==> config.mk <==
export PLATFORM = sky130hd
export DESIGN_NAME = m_div_iterative_flat
export DESIGN_NICKNAME = d
export VERILOG_FILES = /design/src/rtl/m_div_iterative_if.sv /design/src/rtl/m_div_iterative.sv /design/src/flat_wrapper.sv
export SDC_FILE = /design/constraint.sdc
export NUM_CORES = 1
export LEC_CHECK = 0
export BUFFER_PORTS_ARGS = -buffer_cell sky130_fd_sc_hd__buf_2
export CORE_MARGIN = 2
export CORE_UTILIZATION = 55
export DETAILED_ROUTE_END_ITERATION = 8
export PLACE_DENSITY = 0.75
export REMOVE_ABC_BUFFERS = 1
export SETUP_SLACK_MARGIN = 0.3
export SLEW_MARGIN = 20
export SYNTH_ARGS = -nofsm -noshare
export SYNTH_HDL_FRONTEND = slang
export SYNTH_SLANG_ARGS = --single-unit
==> constraint.sdc <==
create_clock -name clk -period 8.25 [get_ports clk]
set_input_delay 0.825 -clock clk [delete_from_list [all_inputs] [get_ports clk]]
set_output_delay 0.825 -clock clk [all_outputs]
set_load 0.05 [all_outputs]
==> src/rtl/m_div_iterative_if.sv <==
// ============================================================================
// Module      : m_div_iterative_if
// Description : Start/done handshake and operand/result bundle for the
//               iterative M-extension divider.
// Revision    : 1.0 - initial release
// ============================================================================
`default_nettype none

interface m_div_iterative_if #(
    parameter int XLEN = 32
);
    logic            start;
    logic            kill;
    logic [1:0]      op;
    logic [XLEN-1:0] rs1;
    logic [XLEN-1:0] rs2;
    logic            busy;
    logic            done;
    logic [XLEN-1:0] result;

    modport master (
        output start, kill, op, rs1, rs2,
        input  busy, done, result
    );

    modport slave (
        input  start, kill, op, rs1, rs2,
        output busy, done, result
    );
endinterface

`default_nettype wire

==> src/rtl/m_div_iterative.sv <==
// ============================================================================
// Module      : m_div_iterative
// Description : Radix-configurable restoring divider for DIV/DIVU/REM/REMU.
// Revision    : 1.0 - initial release
// ============================================================================
`default_nettype none

module m_div_iterative #(
    parameter int XLEN           = 32,
    parameter int BITS_PER_CYCLE = 1
) (
    input  wire logic          clk,
    input  wire logic          reset,
    m_div_iterative_if.slave   bus
);

    localparam int N  = XLEN / BITS_PER_CYCLE;
    localparam int CW = $clog2(N) + 1;

    localparam logic [1:0] S_IDLE   = 2'd0;
    localparam logic [1:0] S_DIVIDE = 2'd1;
    localparam logic [1:0] S_FIXUP  = 2'd2;
    localparam logic [1:0] S_DONE   = 2'd3;

    localparam logic [XLEN-1:0] C_MIN  = {1'b1, {(XLEN-1){1'b0}}};
    localparam logic [XLEN-1:0] C_ONES = {XLEN{1'b1}};
    localparam logic [CW-1:0]   C_LAST = CW'(N - 1);

    if (!((BITS_PER_CYCLE == 1) || (BITS_PER_CYCLE == 2) ||
          (BITS_PER_CYCLE == 4) || (BITS_PER_CYCLE == 8)) ||
        ((XLEN % BITS_PER_CYCLE) != 0)) begin : g_bad_param
        $error("m_div_iterative: illegal XLEN/BITS_PER_CYCLE combination");
    end

    logic [1:0]      r_state;
    logic [1:0]      w_next_state;
    logic [CW-1:0]   r_cnt;
    logic            r_sel_rem;
    logic            r_neg_q;
    logic            r_neg_r;
    logic [XLEN-1:0] r_divisor;
    logic [XLEN-1:0] r_quo;
    logic [XLEN-1:0] r_rem;
    logic [XLEN-1:0] r_result;

    logic            w_accept;
    logic            w_signed;
    logic            w_s1;
    logic            w_s2;
    logic [XLEN-1:0] w_mag1;
    logic [XLEN-1:0] w_mag2;
    logic            w_div0;
    logic            w_ovf;
    logic            w_special;
    logic [XLEN-1:0] w_special_res;
    logic [XLEN-1:0] w_p;
    logic [XLEN-1:0] w_q;
    logic [XLEN:0]   w_pext;
    logic [XLEN:0]   w_t;
    logic [XLEN-1:0] w_quo_fix;
    logic [XLEN-1:0] w_rem_fix;

    // Operand decode; op[0]=0 selects the signed variants.
    assign w_accept  = bus.start && !bus.kill && ((r_state == S_IDLE) || (r_state == S_DONE));
    assign w_signed  = ~bus.op[0];
    assign w_s1      = w_signed & bus.rs1[XLEN-1];
    assign w_s2      = w_signed & bus.rs2[XLEN-1];
    assign w_mag1    = w_s1 ? -bus.rs1 : bus.rs1;
    assign w_mag2    = w_s2 ? -bus.rs2 : bus.rs2;
    assign w_div0    = (bus.rs2 == '0);
    assign w_ovf     = w_signed && (bus.rs1 == C_MIN) && (bus.rs2 == C_ONES);
    assign w_special = w_div0 || w_ovf;
    assign w_special_res = w_div0 ? (bus.op[1] ? bus.rs1 : C_ONES)
                                  : (bus.op[1] ? '0      : C_MIN);

    // BITS_PER_CYCLE chained restoring steps; r_quo shifts dividend out and quotient in.
    always_comb begin
        w_p    = r_rem;
        w_q    = r_quo;
        w_pext = '0;
        w_t    = '0;
        for (int i = 0; i < BITS_PER_CYCLE; i++) begin
            w_pext = {w_p, w_q[XLEN-1]};
            w_q    = {w_q[XLEN-2:0], 1'b0};
            w_t    = w_pext - {1'b0, r_divisor};
            if (!w_t[XLEN]) begin
                w_p    = w_t[XLEN-1:0];
                w_q[0] = 1'b1;
            end else begin
                w_p    = w_pext[XLEN-1:0];
            end
        end
    end

    assign w_quo_fix = r_neg_q ? -r_quo : r_quo;
    assign w_rem_fix = r_neg_r ? -r_rem : r_rem;

    always_ff @(posedge clk or posedge reset) begin
        if (reset) begin
            r_state <= S_IDLE;
        end else begin
            r_state <= w_next_state;
        end
    end

    always_comb begin
        w_next_state = r_state;
        case (r_state)
            S_IDLE, S_DONE: begin
                if (w_accept) begin
                    w_next_state = w_special ? S_DONE : S_DIVIDE;
                end else begin
                    w_next_state = S_IDLE;
                end
            end
            S_DIVIDE: w_next_state = (r_cnt == C_LAST) ? S_FIXUP : S_DIVIDE;
            S_FIXUP:  w_next_state = S_DONE;
            default:  w_next_state = S_IDLE;
        endcase
        if (bus.kill) begin
            w_next_state = S_IDLE;
        end
    end

    always_comb begin
        bus.busy   = (r_state == S_DIVIDE) || (r_state == S_FIXUP);
        bus.done   = (r_state == S_DONE);
        bus.result = r_result;
    end

    always_ff @(posedge clk or posedge reset) begin
        if (reset) begin
            r_cnt     <= '0;
            r_sel_rem <= 1'b0;
            r_neg_q   <= 1'b0;
            r_neg_r   <= 1'b0;
            r_divisor <= '0;
            r_quo     <= '0;
            r_rem     <= '0;
            r_result  <= '0;
        end else if (w_accept) begin
            r_cnt     <= '0;
            r_sel_rem <= bus.op[1];
            r_neg_q   <= w_s1 ^ w_s2;
            r_neg_r   <= w_s1;
            r_divisor <= w_mag2;
            r_quo     <= w_mag1;
            r_rem     <= '0;
            if (w_special) begin
                r_result <= w_special_res;
            end
        end else if (!bus.kill && (r_state == S_DIVIDE)) begin
            r_cnt <= r_cnt + CW'(1);
            r_quo <= w_q;
            r_rem <= w_p;
        end else if (!bus.kill && (r_state == S_FIXUP)) begin
            r_result <= r_sel_rem ? w_rem_fix : w_quo_fix;
        end
    end

endmodule

`default_nettype wire

==> src/flat_wrapper.sv <==
// flat-port wrapper written by rule: the top's interface ports become plain ports
module m_div_iterative_flat 
#(
    parameter int XLEN           = 32,
    parameter int BITS_PER_CYCLE = 1
)
  (clk, reset, bus_start, bus_kill, bus_op, bus_rs1, bus_rs2, bus_busy, bus_done, bus_result);
  m_div_iterative_if #(.XLEN(XLEN)) bus_i ();
  input  wire logic clk;
  input  wire logic reset;
  input wire logic [$bits(bus_i.start)-1:0] bus_start;
  input wire logic [$bits(bus_i.kill)-1:0] bus_kill;
  input wire logic [$bits(bus_i.op)-1:0] bus_op;
  input wire logic [$bits(bus_i.rs1)-1:0] bus_rs1;
  input wire logic [$bits(bus_i.rs2)-1:0] bus_rs2;
  output wire logic [$bits(bus_i.busy)-1:0] bus_busy;
  output wire logic [$bits(bus_i.done)-1:0] bus_done;
  output wire logic [$bits(bus_i.result)-1:0] bus_result;
  assign bus_i.start = bus_start;
  assign bus_i.kill = bus_kill;
  assign bus_i.op = bus_op;
  assign bus_i.rs1 = bus_rs1;
  assign bus_i.rs2 = bus_rs2;
  assign bus_busy = bus_i.busy;
  assign bus_done = bus_i.done;
  assign bus_result = bus_i.result;
  m_div_iterative #(.XLEN(XLEN), .BITS_PER_CYCLE(BITS_PER_CYCLE)) u_core (.clk(clk), .reset(reset), .bus(bus_i));
endmodule
==> impl_metrics.env, run 1 <==
export IMPL_hold_buffers=0
export IMPL_max_slew_margin_pct=27.8
export IMPL_synth_cell_area_um2=10800
export IMPL_port_buffers=103
export IMPL_cap_violations=0
export IMPL_critical_path_max_stage_delay_ns=0.52
export IMPL_post_route_min_period_ns=3.74
export IMPL_die_w_um=144
export IMPL_postSynth_asyncResetShare_pct=100
export IMPL_grt_setup_unrepaired="false"
export IMPL_hold_end="u_core.bus.result[21]"
export IMPL_firstDrtPassIters=5
export IMPL_vdd_ir_drop_max_uv=234
export IMPL_path_common_cell="a21oi_1"
export IMPL_chipHeight_um=144
export IMPL_grt_overflow_total=0
export IMPL_worst_path_max_fanout=29
export IMPL_synth_cells=1369
export IMPL_r2r_setup_slack_ns=4.51
export IMPL_critPathKind="flop to flop"
export IMPL_cp_end_kind="flop"
export IMPL_power_leakage_nw=5.32
export IMPL_synth_edf_count=0
export IMPL_ant_nets=0
export IMPL_path_cells="inv_1, fa_1, nand2b_1, a21oi_1, o21ai_1, nand2_1, a2111o_1, a21o_1, and2_1, buf_4, mux2_2, a21oi_1"
export IMPL_h_tree_depth=4
export IMPL_hp_start="u_core.bus.result[21]"
export IMPL_postLayoutCoreUtil_pct=62.4
export IMPL_via_count=10200
export IMPL_yosys_register_bits=139
export IMPL_grt_util_all_layers_pct=28.2
export IMPL_num_fill_cells=1750
export IMPL_drt_wirelength_per_cell_um=16.8
export IMPL_finalInstanceArea_um2=12100
export IMPL_timing_critical_path_buf_inv=2
export IMPL_drive_above_1_share_pct=11.5
export IMPL_place_gp_congestion=0.912
export IMPL_post_cts_buffers=0
export IMPL_setup_viol=0
export IMPL_clkTransAtPathRegs_ns=0.06
export IMPL_timing_rr_end="u_core.r_rem[0]"
export IMPL_syn_avg_cell_area_um2=7.91
export IMPL_outcome="finished clean"
export IMPL_min_path_type="flop to flop"
export IMPL_routed_wl_um=28600
export IMPL_skew_ns=0.00960
export IMPL_crit_arrival_ns=4.10
export IMPL_yosysWarnings=0
export IMPL_slew_viol_final=0
export IMPL_finalCritPeriodShare_pct=45.4
export IMPL_synth_area_top_cells="dfrtp_1 (32%), nand2_1 (7.0%), xnor2_1 (6.7%), xor2_1 (5.4%), a21oi_1 (5.3%)"
export IMPL_grt_pass1_vias=9320
export IMPL_die_area_um2=20800
export IMPL_nets=1540
export IMPL_cp_top_family="compound AO/OA/AOI/OAI gates"
export IMPL_synthMostInstantiatedCell="nand2_1"
export IMPL_regArea_um2=3480
export IMPL_postCtsResizedCells=0
export IMPL_area_delta_synth_final_pct=11.8
export IMPL_slowest_stage="dfrtp_1"
export IMPL_pin_count=104
export IMPL_placed_area_um2=11500
export IMPL_required_ns=8.60
export IMPL_grt_max_degree=98
export IMPL_rows=51
export IMPL_cts_buffers=17
export IMPL_setup_tns_ns=0
export IMPL_ys_seq_area_share_pct=32.1
export IMPL_synth_top_area_share_pct=32.1
export IMPL_finalHoldViolCount=0
export IMPL_core_area_um2=19400
export IMPL_clock_latency_ns=0.43
export IMPL_grt_pass1_wl_um=46900
export IMPL_multiInputGateArea_um2=6840
export IMPL_drtIter0Drc=967
export IMPL_clock_sinks=139
export IMPL_worstReg2RegStart="u_core.r_rem[0]"
export IMPL_power_density_nw_per_um2=442
export IMPL_hold_path_depth=2
export IMPL_start_kind="flop"
export IMPL_cts_tree="built"
export IMPL_drc=0
export IMPL_synth_cell_types=67
export IMPL_start_util_pct=55.8
export IMPL_yosys_area_top_type="dfrtp_1"
export IMPL_worst_r2r_cell_count=12
export IMPL_tightest_slew_ns=1.08
export IMPL_root_buffer="clkbuf_16"
export IMPL_clock_fmax_mhz=267
export IMPL_synthFlopType="dfrtp_1"
export IMPL_viasPerCell=5.97
export IMPL_insertedDiodeCount=0
export IMPL_synth_commonest_cells="nand2_1 (201), dfrtp_1 (139), a21oi_1 (114), nor2_1 (96), o21ai_0 (94)"
export IMPL_clockBufferDepth=2
export IMPL_post_dp_hpwl_um=20700
export IMPL_antenna_found_initial=0
==> per-stage QoR <==
step | worst slack, ns | hold WS, ns | std cells | total power [mW]
floorplan | 3.05 | 0.450 | 1294 | 3.79
global placement | 4.25 | 0.460 | 1674 | 4.47
detailed placement | 4.14 | 0.470 | 1674 | 4.53
CTS | 4.56 | 0.483 | 1705 | 5.32
global route | 4.33 | 0.503 | 1705 | 5.77
finish | 4.51 | 0.479 | 1705 | 5.35
==> flip-flops by register name, indices dropped and copies added (netlist names) <==
name               count
u_core.bus.result     32
u_core.r_cnt           6
u_core.r_divisor      32
u_core.r_neg_q         1
u_core.r_neg_r         1
u_core.r_quo          32
u_core.r_rem          32
u_core.r_sel_rem       1
u_core.r_state         2
==> report_power, final <==
group | switching (mW) | internal [mW]
Sequential | 0.380 | 0.979
Combinational | 1.94 | 1.28
Clock | 0.296 | 0.474
Total | 2.62 | 2.73
==> worst register-to-register path, stage by stage (launching register included) <==
cell and delay [ns]:
dfrtp_1 0.52, inv_1 0.14, fa_1 0.46, nand2b_1 0.18
a21oi_1 0.22, o21ai_1 0.15, nand2_1 0.24, a2111o_1 0.21
a21o_1 0.16, and2_1 0.34, buf_4 0.48, mux2_2 0.42
a21oi_1 0.14
==> cell families after synthesis <==
| kind of cell | synth area share [%] |
|---|---|
| and+or+nand+nor | 18.6 |
| AOI/OAI and AO/OA | 23.8 |
| xor gates and xnor gates | 12.1 |
| buffers and inverters | 4.98 |
| DFF | 32.1 |
| adders and majority gates | 4.92 |
| muxes | 3.41 |
==> layout make-up <==
type,count,area share [%]
inverter,66,2.09
tap,265,2.74
clock inverter,10,0.961
clock buffer,21,3.97
timing repair buffer,115,5.00
sequential,139,28.7
multi-input combinational,1089,56.5
==> worst max path at each step <==
stage | from | to | slack, ns | depth (start not counted)
final | u_core.r_rem[0] | u_core.r_rem[0] | 4.51 | 12
after global routing | bus_rs2[6] | u_core.bus.result[15] | 4.33 | 12
after CTS | u_core.r_rem[0] | u_core.r_rem[0] | 4.56 | 12
after detailed placement | bus_rs2[6] | u_core.bus.result[15] | 4.14 | 12
after global placement | bus_rs2[14] | u_core.bus.result[15] | 4.25 | 12
after floorplan | bus_kill | u_core.bus.result[25] | 3.05 | 5
==> routing by layer <==
layer  vias to the layer above  track usage [%]  share of wire [%]
met5                         -                0                  0
met1                      4790             39.2                 47
met4                         0             7.82                1.8
met3                        45             3.87                5.7
li1                       4976                -                  -
met2                       373             46.1                 46
==> cells in the final DEF (no fill, tap or decap), drive strengths merged, types with 25 or more instances in the layout <==
cell type and n:
a21oi 114, a31oi 36, buf 115, dfrtp 139
ha 41, inv 66, mux2i 29, nand2 201
nor2 96, o21ai 145, o31ai 28, or3 25
xnor2 83, xor2 67
Note: power is estimated with default switching activity, not from simulation.
==> run 2, diff against run 1 <==
PLACE_DENSITY = 0.78   (was 0.75)
clock period = 3.2 ns   (was 8.25 ns; I/O delays follow)
==> run 2 against run 1 <==
The run now ends with hold timing left. Global-route usage increased by 2.6 points. Non-clock buffer count up 87. Sequential cell count unchanged. Largest power group unchanged. Cell area up 10%. Wire length up 16%.
==> impl_metrics.env, run 2 (synthesis results as in run 1) <==
export IMPL_required_ns=3.51
export IMPL_p_int_mw=8.47
export IMPL_pin_count=104
export IMPL_clockBufferDepth=2
export IMPL_min_path_type="primary input to asynchronous set/reset pin"
export IMPL_setup_viol=0
export IMPL_drtIter0Drc=1171
export IMPL_routed_wl_um=33200
export IMPL_combPwrFrac_pct=65.5
export IMPL_grt_overflow_total=0
export IMPL_ant_nets=0
export IMPL_place_gp_congestion=0.965
export IMPL_clock_latency_ns=0.44
export IMPL_clock_sinks=139
export IMPL_nets=1629
export IMPL_drive_above_1_share_pct=21.0
export IMPL_clkPwrFrac_pct=13.5
export IMPL_slew_viol_final=0
export IMPL_layout_commonest_cell="nand2_1"
export IMPL_drt_wirelength_per_cell_um=18.5
export IMPL_violations="hold timing"
export IMPL_drc=0
export IMPL_finalHoldViolCount=21
export IMPL_start_util_pct=55.8
export IMPL_r2r_setup_slack_ns=0.25
export IMPL_worst_r2r_cell_count=14
export IMPL_timing_rr_end="u_core.r_rem[20]"
export IMPL_via_count=11000
export IMPL_finalCritPeriodShare_pct=92.1
export IMPL_grt_pass1_wl_um=50500
export IMPL_viasPerCell=6.12
export IMPL_port_buffers=103
export IMPL_area_delta_synth_final_pct=23.4
export IMPL_p_sw_share_pct=47.9
export IMPL_outcome="finished with violations"
export IMPL_cts_buffers=17
export IMPL_rows=51
export IMPL_worst_path_max_fanout=8
export IMPL_insertedDiodeCount=0
export IMPL_clock_fmax_mhz=339
export IMPL_crit_arrival_ns=3.26
export IMPL_grt_setup_unrepaired="true"
export IMPL_post_route_min_period_ns=2.95
export IMPL_grt_util_all_layers_pct=30.8
export IMPL_tightest_slew_ns=0.871
export IMPL_grt_pass1_vias=10200
export IMPL_post_dp_hpwl_um=22500
export IMPL_final_cell_mix="nand2_1 (201), dfrtp_1 (135), buf_2 (103)"
export IMPL_postLayoutCoreUtil_pct=68.9
export IMPL_p_seq_share_pct=20.9
export IMPL_cts_tree="built"
export IMPL_cp_end_kind="flop"
export IMPL_core_area_um2=19400
export IMPL_grt_max_degree=128
export IMPL_hold_buffers=0
export IMPL_h_tree_depth=4
export IMPL_max_slew_margin_pct=41.9
export IMPL_p_sw_mw=7.78
export IMPL_critPathKind="flop to flop"
export IMPL_holdWs_ns=-0.0280
export IMPL_skew_ns=0.00760
export IMPL_firstDrtPassIters=5
export IMPL_clkTransAtPathRegs_ns=0.06
export IMPL_vdd_ir_drop_max_uv=650
export IMPL_power_density_nw_per_um2=1220
export IMPL_root_buffer="clkbuf_16"
export IMPL_die_area_um2=20800
export IMPL_start_kind="flop"
export IMPL_cap_violations=0
export IMPL_die_w_um=144
export IMPL_worstReg2RegStart="u_core.r_rem[12]"
export IMPL_antenna_found_initial=0
export IMPL_chipHeight_um=144
export IMPL_power_leakage_nw=5.93
## run 2: cell count changes in the layout (fill, tap and decap cells not counted), moves of 6 or more
| cell | change |
|---|---|
| buf_12 | +6 |
| a21oi_2 | +11 |
| buf_4 | +74 |
| ha_1 | -7 |
| a21oi_1 | -12 |
## run 2: how the worst max path moves through the flow
stage	start	endpoint	slack, ns	depth (start not counted)
finish	u_core.r_rem[12]	u_core.r_rem[20]	0.25	14
global route	u_core.r_rem[16]	u_core.r_rem[17]	0.13	13
CTS	u_core.r_quo[0]	u_core.bus.result[31]	0.28	9
detailed placement	u_core.r_quo[0]	u_core.bus.result[31]	-0.07	9
global placement	u_core.r_quo[0]	u_core.bus.result[31]	-0.13	9
floorplan	u_core.r_state[0]	u_core.bus.result[25]	-1.82	7
## run 2: worst max-delay path, stage by stage, from the launching register on
cell	delay, ns
dfrtp_1	0.42
ha_1	0.32
a21o_1	0.18
a21o_1	0.18
a21oi_2	0.26
nor4_4	0.07
a2111o_1	0.40
buf_6	0.14
nand3_4	0.07
and2_4	0.16
buf_12	0.14
buf_8	0.13
buf_6	0.09
mux2i_1	0.18
a21oi_1	0.09
## run 2: timing repair
item                       in CTS  in global routing
pin swaps                       8                 41
cloned                          0                  3
resized for setup              42                 56
setup endpoints to repair      37                 62
setup buffers                   4                 11
## run 2: cell type report
type	instances	area, um2
clock buffer	22	494
clock inverter	10	161
fill	1592	6040
inverter	66	253
multi-input combinational	1091	7260
sequential	139	3480
tap	265	332
timing repair buffer	202	1380
## run 2: per-stage QoR
stage          area, um2  power (mW)  instances  TNS (ns)  setup slack, ns
6_report           13400        16.2       1795         0            0.252
5_1_grt            13400        17.3       1795         0            0.127
4_1_cts            13000        15.0       1781         0            0.282
3_5_place_dp       12100        12.4       1745    -0.542          -0.0654
3_3_place_gp       12100        12.2       1745    -0.134           -0.134
2_1_floorplan      10500        9.78       1294   -277.29            -1.82
## run 2: power by group through the flow
| stage | logic [mW] | clock network [mW] | registers, mW |
|---|---|---|---|
| 3_5_place_dp | 9.08 | 0 | 3.33 |
| 4_1_cts | 9.45 | 2.20 | 3.33 |
| 6_report | 10.7 | 2.20 | 3.40 |
| 5_1_grt | 11.5 | 2.28 | 3.48 |
| 2_1_floorplan | 5.91 | 0 | 3.86 |
| 3_3_place_gp | 8.89 | 0 | 3.29 |
## run 2: metal layers
metal	vias up	GRT usage, %	part of all wire (%)
met4	0	12.0	3.8
met5	-	0	0
met2	595	50.4	47
li1	5159	-	-
met1	5119	41.0	42
met3	114	4.90	7.7
